==> src/rtl/dcache_ctrl_pkg.sv <==
// Shared definitions for the data cache controller: FSM encoding and default geometry.
package dcache_ctrl_pkg;

  localparam int MEMORY_WIDTH = 128;
  localparam int DCACHE_LINES = 16;

  typedef enum logic [1:0] {
    S_IDLE,
    S_WRITEBACK,
    S_FILL,
    S_DEBUG
  } dc_state_e;

endpackage

==> src/rtl/dcache_array.sv <==
// Per-line valid/dirty/tag/data storage with combinational read and a single write port
// that either installs a whole line (fill) or merges one 32-bit word (store hit).
module dcache_array
  import dcache_ctrl_pkg::*;
#(
  parameter int WIDTH = MEMORY_WIDTH,
  parameter int LINES = DCACHE_LINES,
  parameter int TB    = 26
) (
  input  logic                         clk,
  input  logic                         reset,
  input  logic [$clog2(LINES)-1:0]     idx_i,
  input  logic                         we_i,
  input  logic                         fill_i,
  input  logic [TB-1:0]                tag_i,
  input  logic [WIDTH-1:0]             line_i,
  input  logic [$clog2(WIDTH/32)-1:0]  word_sel_i,
  input  logic [31:0]                  word_i,
  output logic                         valid_o,
  output logic                         dirty_o,
  output logic [TB-1:0]                tag_o,
  output logic [WIDTH-1:0]             line_o
);

  logic [LINES-1:0] valid_q;
  logic [LINES-1:0] dirty_q;
  logic [TB-1:0]    tag_q  [LINES];
  logic [WIDTH-1:0] data_q [LINES];

  assign valid_o = valid_q[idx_i];
  assign dirty_o = dirty_q[idx_i];
  assign tag_o   = tag_q[idx_i];
  assign line_o  = data_q[idx_i];

  // Only valid/dirty need clearing; tag/data are ignored until a fill sets valid.
  always_ff @(posedge clk) begin
    if (reset) begin
      valid_q <= '0;
      dirty_q <= '0;
    end else if (we_i) begin
      if (fill_i) begin
        data_q[idx_i]  <= line_i;
        tag_q[idx_i]   <= tag_i;
        valid_q[idx_i] <= 1'b1;
        dirty_q[idx_i] <= 1'b0;
      end else begin
        data_q[idx_i][{word_sel_i, 5'b0} +: 32] <= word_i;
        dirty_q[idx_i] <= 1'b1;
      end
    end
  end

endmodule

==> src/rtl/dcache_ctrl.sv <==
// Direct-mapped, write-back, write-allocate data cache between the MEM stage and line memory.
// Misses stall the pipeline; a top-of-address-space window bypasses the cache for debug I/O.
module dcache_ctrl
  import dcache_ctrl_pkg::*;
#(
  parameter int WIDTH   = MEMORY_WIDTH,
  parameter int LINES   = DCACHE_LINES,
  parameter int ADDR    = 32,
  parameter int LATENCY = 2
) (
  input  logic             clk,
  input  logic             reset,
  input  logic [ADDR-1:0]  addr,
  input  logic [31:0]      wdata,
  input  logic             memread,
  input  logic             memwrite,
  output logic [31:0]      rdata,
  output logic             stall,
  output logic [ADDR-1:0]  mem_addr,
  output logic [WIDTH-1:0] mem_wdata,
  output logic             mem_read,
  output logic             mem_write,
  input  logic [WIDTH-1:0] mem_rdata
);

  localparam int WB = $clog2(WIDTH) - 3;
  localparam int IB = $clog2(LINES);
  localparam int TB = ADDR - IB - WB;
  localparam int CW = (LATENCY > 1) ? $clog2(LATENCY) : 1;

  dc_state_e state_q, state_d;
  logic [CW-1:0] cnt_q, cnt_d;
  logic          dbg_done_q, dbg_done_d;

  logic [IB-1:0]    req_idx;
  logic [TB-1:0]    req_tag;
  logic [WB-3:0]    req_word;
  logic             req, dbg, hit, fill_last;
  logic             arr_we, arr_fill;
  logic             vic_valid, vic_dirty;
  logic [TB-1:0]    vic_tag;
  logic [WIDTH-1:0] vic_line;

  assign req_word  = addr[WB-1:2];
  assign req_idx   = addr[IB+WB-1:WB];
  assign req_tag   = addr[ADDR-1:IB+WB];
  assign req       = memread | memwrite;
  assign dbg       = addr >= ({ADDR{1'b1}} - ADDR'(1));
  assign hit       = vic_valid && (vic_tag == req_tag);
  assign fill_last = (cnt_q == CW'(LATENCY - 1));

  dcache_array #(
    .WIDTH (WIDTH),
    .LINES (LINES),
    .TB    (TB)
  ) u_array (
    .clk        (clk),
    .reset      (reset),
    .idx_i      (req_idx),
    .we_i       (arr_we),
    .fill_i     (arr_fill),
    .tag_i      (req_tag),
    .line_i     (mem_rdata),
    .word_sel_i (req_word),
    .word_i     (wdata),
    .valid_o    (vic_valid),
    .dirty_o    (vic_dirty),
    .tag_o      (vic_tag),
    .line_o     (vic_line)
  );

  always_ff @(posedge clk) begin
    if (reset) begin
      state_q    <= S_IDLE;
      cnt_q      <= '0;
      dbg_done_q <= 1'b0;
    end else begin
      state_q    <= state_d;
      cnt_q      <= cnt_d;
      dbg_done_q <= dbg_done_d;
    end
  end

  // dbg_done marks the IDLE cycle after a debug write so the held store completes instead of re-issuing.
  always_comb begin
    state_d    = state_q;
    cnt_d      = '0;
    dbg_done_d = (state_q == S_DEBUG);
    unique case (state_q)
      S_IDLE: begin
        if (req && !dbg && !hit)
          state_d = (vic_valid && vic_dirty) ? S_WRITEBACK : S_FILL;
        else if (req && dbg && memwrite && !dbg_done_q)
          state_d = S_DEBUG;
      end
      S_WRITEBACK: state_d = S_FILL;
      S_FILL: begin
        if (fill_last) state_d = S_IDLE;
        else           cnt_d   = cnt_q + CW'(1);
      end
      S_DEBUG: state_d = S_IDLE;
      default: state_d = S_IDLE;
    endcase
  end

  always_comb begin
    rdata     = '0;
    stall     = 1'b0;
    mem_read  = 1'b0;
    mem_write = 1'b0;
    mem_addr  = '0;
    mem_wdata = '0;
    arr_we    = 1'b0;
    arr_fill  = 1'b0;
    if (!reset) begin
      unique case (state_q)
        S_IDLE: begin
          if (req) begin
            if (dbg) begin
              if (memwrite) begin
                stall = !dbg_done_q;
              end else begin
                mem_read = 1'b1;
                mem_addr = addr;
                stall    = 1'b1;
              end
            end else if (hit) begin
              if (memwrite) arr_we = 1'b1;
              else          rdata  = vic_line[{req_word, 5'b0} +: 32];
            end else begin
              stall = 1'b1;
            end
          end
        end
        S_WRITEBACK: begin
          mem_write = 1'b1;
          mem_addr  = {vic_tag, req_idx, {WB{1'b0}}};
          mem_wdata = vic_line;
          stall     = 1'b1;
        end
        S_FILL: begin
          mem_read = 1'b1;
          mem_addr = {req_tag, req_idx, {WB{1'b0}}};
          stall    = 1'b1;
          arr_we   = fill_last;
          arr_fill = 1'b1;
        end
        S_DEBUG: begin
          mem_write = 1'b1;
          mem_addr  = addr;
          mem_wdata = WIDTH'(wdata);
          stall     = 1'b1;
        end
        default: ;
      endcase
    end
  end

endmodule

==> config.mk <==
export PLATFORM = sky130hd
export DESIGN_NAME = dcache_ctrl
export DESIGN_NICKNAME = d
export VERILOG_FILES = /design/src/rtl/dcache_ctrl_pkg.sv /design/src/rtl/dcache_array.sv /design/src/rtl/dcache_ctrl.sv
export SDC_FILE = /design/constraint.sdc
export NUM_CORES = 2
export LEC_CHECK = 0
export CAP_MARGIN = 20
export CORE_MARGIN = 3
export CORE_UTILIZATION = 39
export DETAILED_ROUTE_END_ITERATION = 8
export DONT_BUFFER_PORTS = 1
export HOLD_SLACK_MARGIN = 0.06
export SYNTH_ARGS = -nofsm -noshare
export SYNTH_HDL_FRONTEND = slang
export SYNTH_SLANG_ARGS = --single-unit
==> constraint.sdc <==
create_clock -name clk -period 5.18 [get_ports clk]
set_clock_uncertainty 0.15 [all_clocks]
set_input_delay 0.259 -clock clk [delete_from_list [all_inputs] [get_ports clk]]
set_output_delay 0.259 -clock clk [all_outputs]
set_load 0.05 [all_outputs]
==> out/qor.yml <==
status: "complete, no violations"
grt_overflow: 0
syn_nets: 4953
holdWs_ns: 0.148
area_growth_pct: 19.8
dpl.hpwl_mm: 198
synth_seq_area_share_pct: 73.9
fillCellCount: 20780
layout_commonest_cell: "edfxtp_1"
antenna_found_initial: 44
clk_pin_slew_ns: 0.06
powerDensity_nw_per_um2: 352
timing.final.crit_share_pct: 98.9
yosys_register_bits: 2468
cp_data_arrival_time_ns: 4.72
drive_above_1_share_pct: 30.3
cts_buffers: 237
relSlewSlack_pct: 5.08
setup_viol_count_final: 0
cts_sinks: 2468
cp-end-kind: "output port"
cap_violations: 0
die_x_um: 512
wl_per_cell_um: 35.9
die_y_um: 512
top_level_ports: 391
place_congestion: 0.893
numPlacedInstances: 8301
dr.pass1.iters: 5
root_buffer: "clkbuf_16"
period_needed_ns: 5.12
cts_tree: "built"
coreArea_um2: 254000
wirelength_mm: 323
synthesis.area_um2: 99900
synth_flop_cell: "edfxtp_1"
final_cells: 9000
io_buffer_count: 0
final_cell_mix: "edfxtp_1 (2432), mux4_2 (742), buf_4 (294), clkbuf_16 (237), nand2_1 (228)"
layout_setup_ws_ns: 0.0550
drc: 0
grt_pass1_vias: 52131
slew_viol_final: 0
cts_max_level: 4
fmax_ghz: 0.195
track_usage_pct: 24.3
grt_max_degree: 554
hold_class: "in2reg"
via_per_inst: 5.92
critPathRequiredTime_ns: 4.77
setup_tns_ns: 0
grt_pass1_wl_mm: 440
drt.antenna.violating_nets: 0
synth_cells: 4752
path_class: "in2out"
ir_drop_mv: 0.381
p_leak_nw: 38.0
start_kind: "input pin"
synthArstFlopShare_pct: 0
crit_fanout: 96
synth_edf_count: 2432
num_vias: 53245
fin_total_pwr_mw: 42.1
rows: 185
ys_types: 71
start_util_pct: 39.3
clock_latency_ns: 0.92
syn_avg_cell_area_um2: 21.0
rsz0062_at_grt: "no"
first_iter_violations: 7114
nNetsFinal: 5606
cts.path.max_buffers: 3
hold_viol: 0
place_ws_ns: -0.478
die_area_um2: 262000
yosys_warnings: 0
worst_pin_slew_ns: 1.42
## registers in the layout, indices dropped and copies added (netlist names), named ones only
register / count
dbg_done_q: 1
u_array.tag_q: 384
u_array.data_q: 2048
u_array.valid_q: 16
state_q: 2
cnt_q: 1
## cells in the mapped netlist, types with 7 or more instances
master,count,area [um^2]
mux2_2,9,101
dfxtp_1,36,721
o21ai_0,13,65.1
and2_1,107,669
a22o_1,43,377
a211oi_1,9,67.6
nor3_1,16,80.1
buf_1,32,120
nor2b_1,40,250
edfxtp_1,2432,73000
mux2i_1,225,2250
inv_1,143,537
and4_1,8,70.1
mux4_2,742,16700
o211ai_1,8,60.1
a21oi_1,104,521
nor2_1,105,394
nand4_1,11,68.8
nor3b_1,13,97.6
buf_12,13,260
nand2_1,228,856
buf_6,20,225
clkbuf_1,143,537
nand3_1,23,115
buf_2,68,340
and3_1,10,62.6
a21o_1,10,75.1
xnor2_1,20,175
a31oi_1,7,43.8
xor2_1,7,61.3
a22oi_1,25,188
## per-stage QoR
stage | area, um^2 | util (%)
floorplan | 99900 | -
global placement | 109000 | 42.9
detailed placement | 109000 | 42.9
CTS | 119000 | 46.9
global route | 120000 | 47.0
finish | 120000 | 47.0
## cells by family after synthesis
family	after synthesis	synth area share [%]
flops	2468	73.9
fa+ha+maj	5	0.0626
simple gates	591	2.93
xor+xnor	27	0.237
mux	977	19.1
compound gates	255	1.72
buf+inv	429	2.09
## final timing paths
kind / startpoint / endpoint / slack (ns) / depth (start not counted)
min reg2reg: u_array.valid_q[12] / u_array.valid_q[12] / 0.32 / 2
max reg2reg: u_array.tag_q[15][1] / u_array.data_q[12][101] / 0.57 / 13
min: mem_rdata[47] / u_array.data_q[11][47] / 0.15 / 2
max: addr[7] / rdata[3] / 0.06 / 11
## where the power goes
part	leakage (nW)	internal, mW	total [mW]	switching (mW)
combinational	12.1	1.05	2.74	1.69
sequential	22.1	22.0	22.0	0.00998
clock	3.79	9.75	17.4	7.63
## worst max-delay path: stages
cell           delay, ns
dlygate4sd3_1       1.19
inv_8               0.36
mux2i_1             0.33
mux2i_1             0.21
xnor2_1             0.34
nor4b_1             0.66
buf_4               0.23
nand4_1             0.14
buf_12              0.21
nor2b_1             0.35
buf_4               0.27
## cell type report
type                            instances  area, um^2  area share [%]
Clock buffer                          283        6120            5.11
Timing Repair Buffer                  696        8140            6.80
Inverter                              147         559           0.468
Tap cell                             3366        4210            3.52
Multi-Input combinational cell       1855       25000            20.9
Antenna cell                           38        95.1          0.0795
Sequential cell                      2468       73800            61.7
Clock inverter                        147        1720            1.44
## layer usage
metal | wire, um | track usage [%] | up-vias | share of wire [%]
met2 | 151000 | 37.8 | 2995 | 47
met1 | 124000 | 32.5 | 28669 | 38
li1 | - | - | 20961 | -
met4 | 18900 | 12.3 | 16 | 5.9
met5 | 94 | 0 | - | 0.029
met3 | 28900 | 5.35 | 604 | 8.9
## what timing repair did
action	CTS	global route
endpoints found under the setup margin	47	0
hold buffers	223	1
hold endpoints to repair	2613	16
setup buffers	0	0
resized for setup	1	0
(Power assumes the default switching activity.)
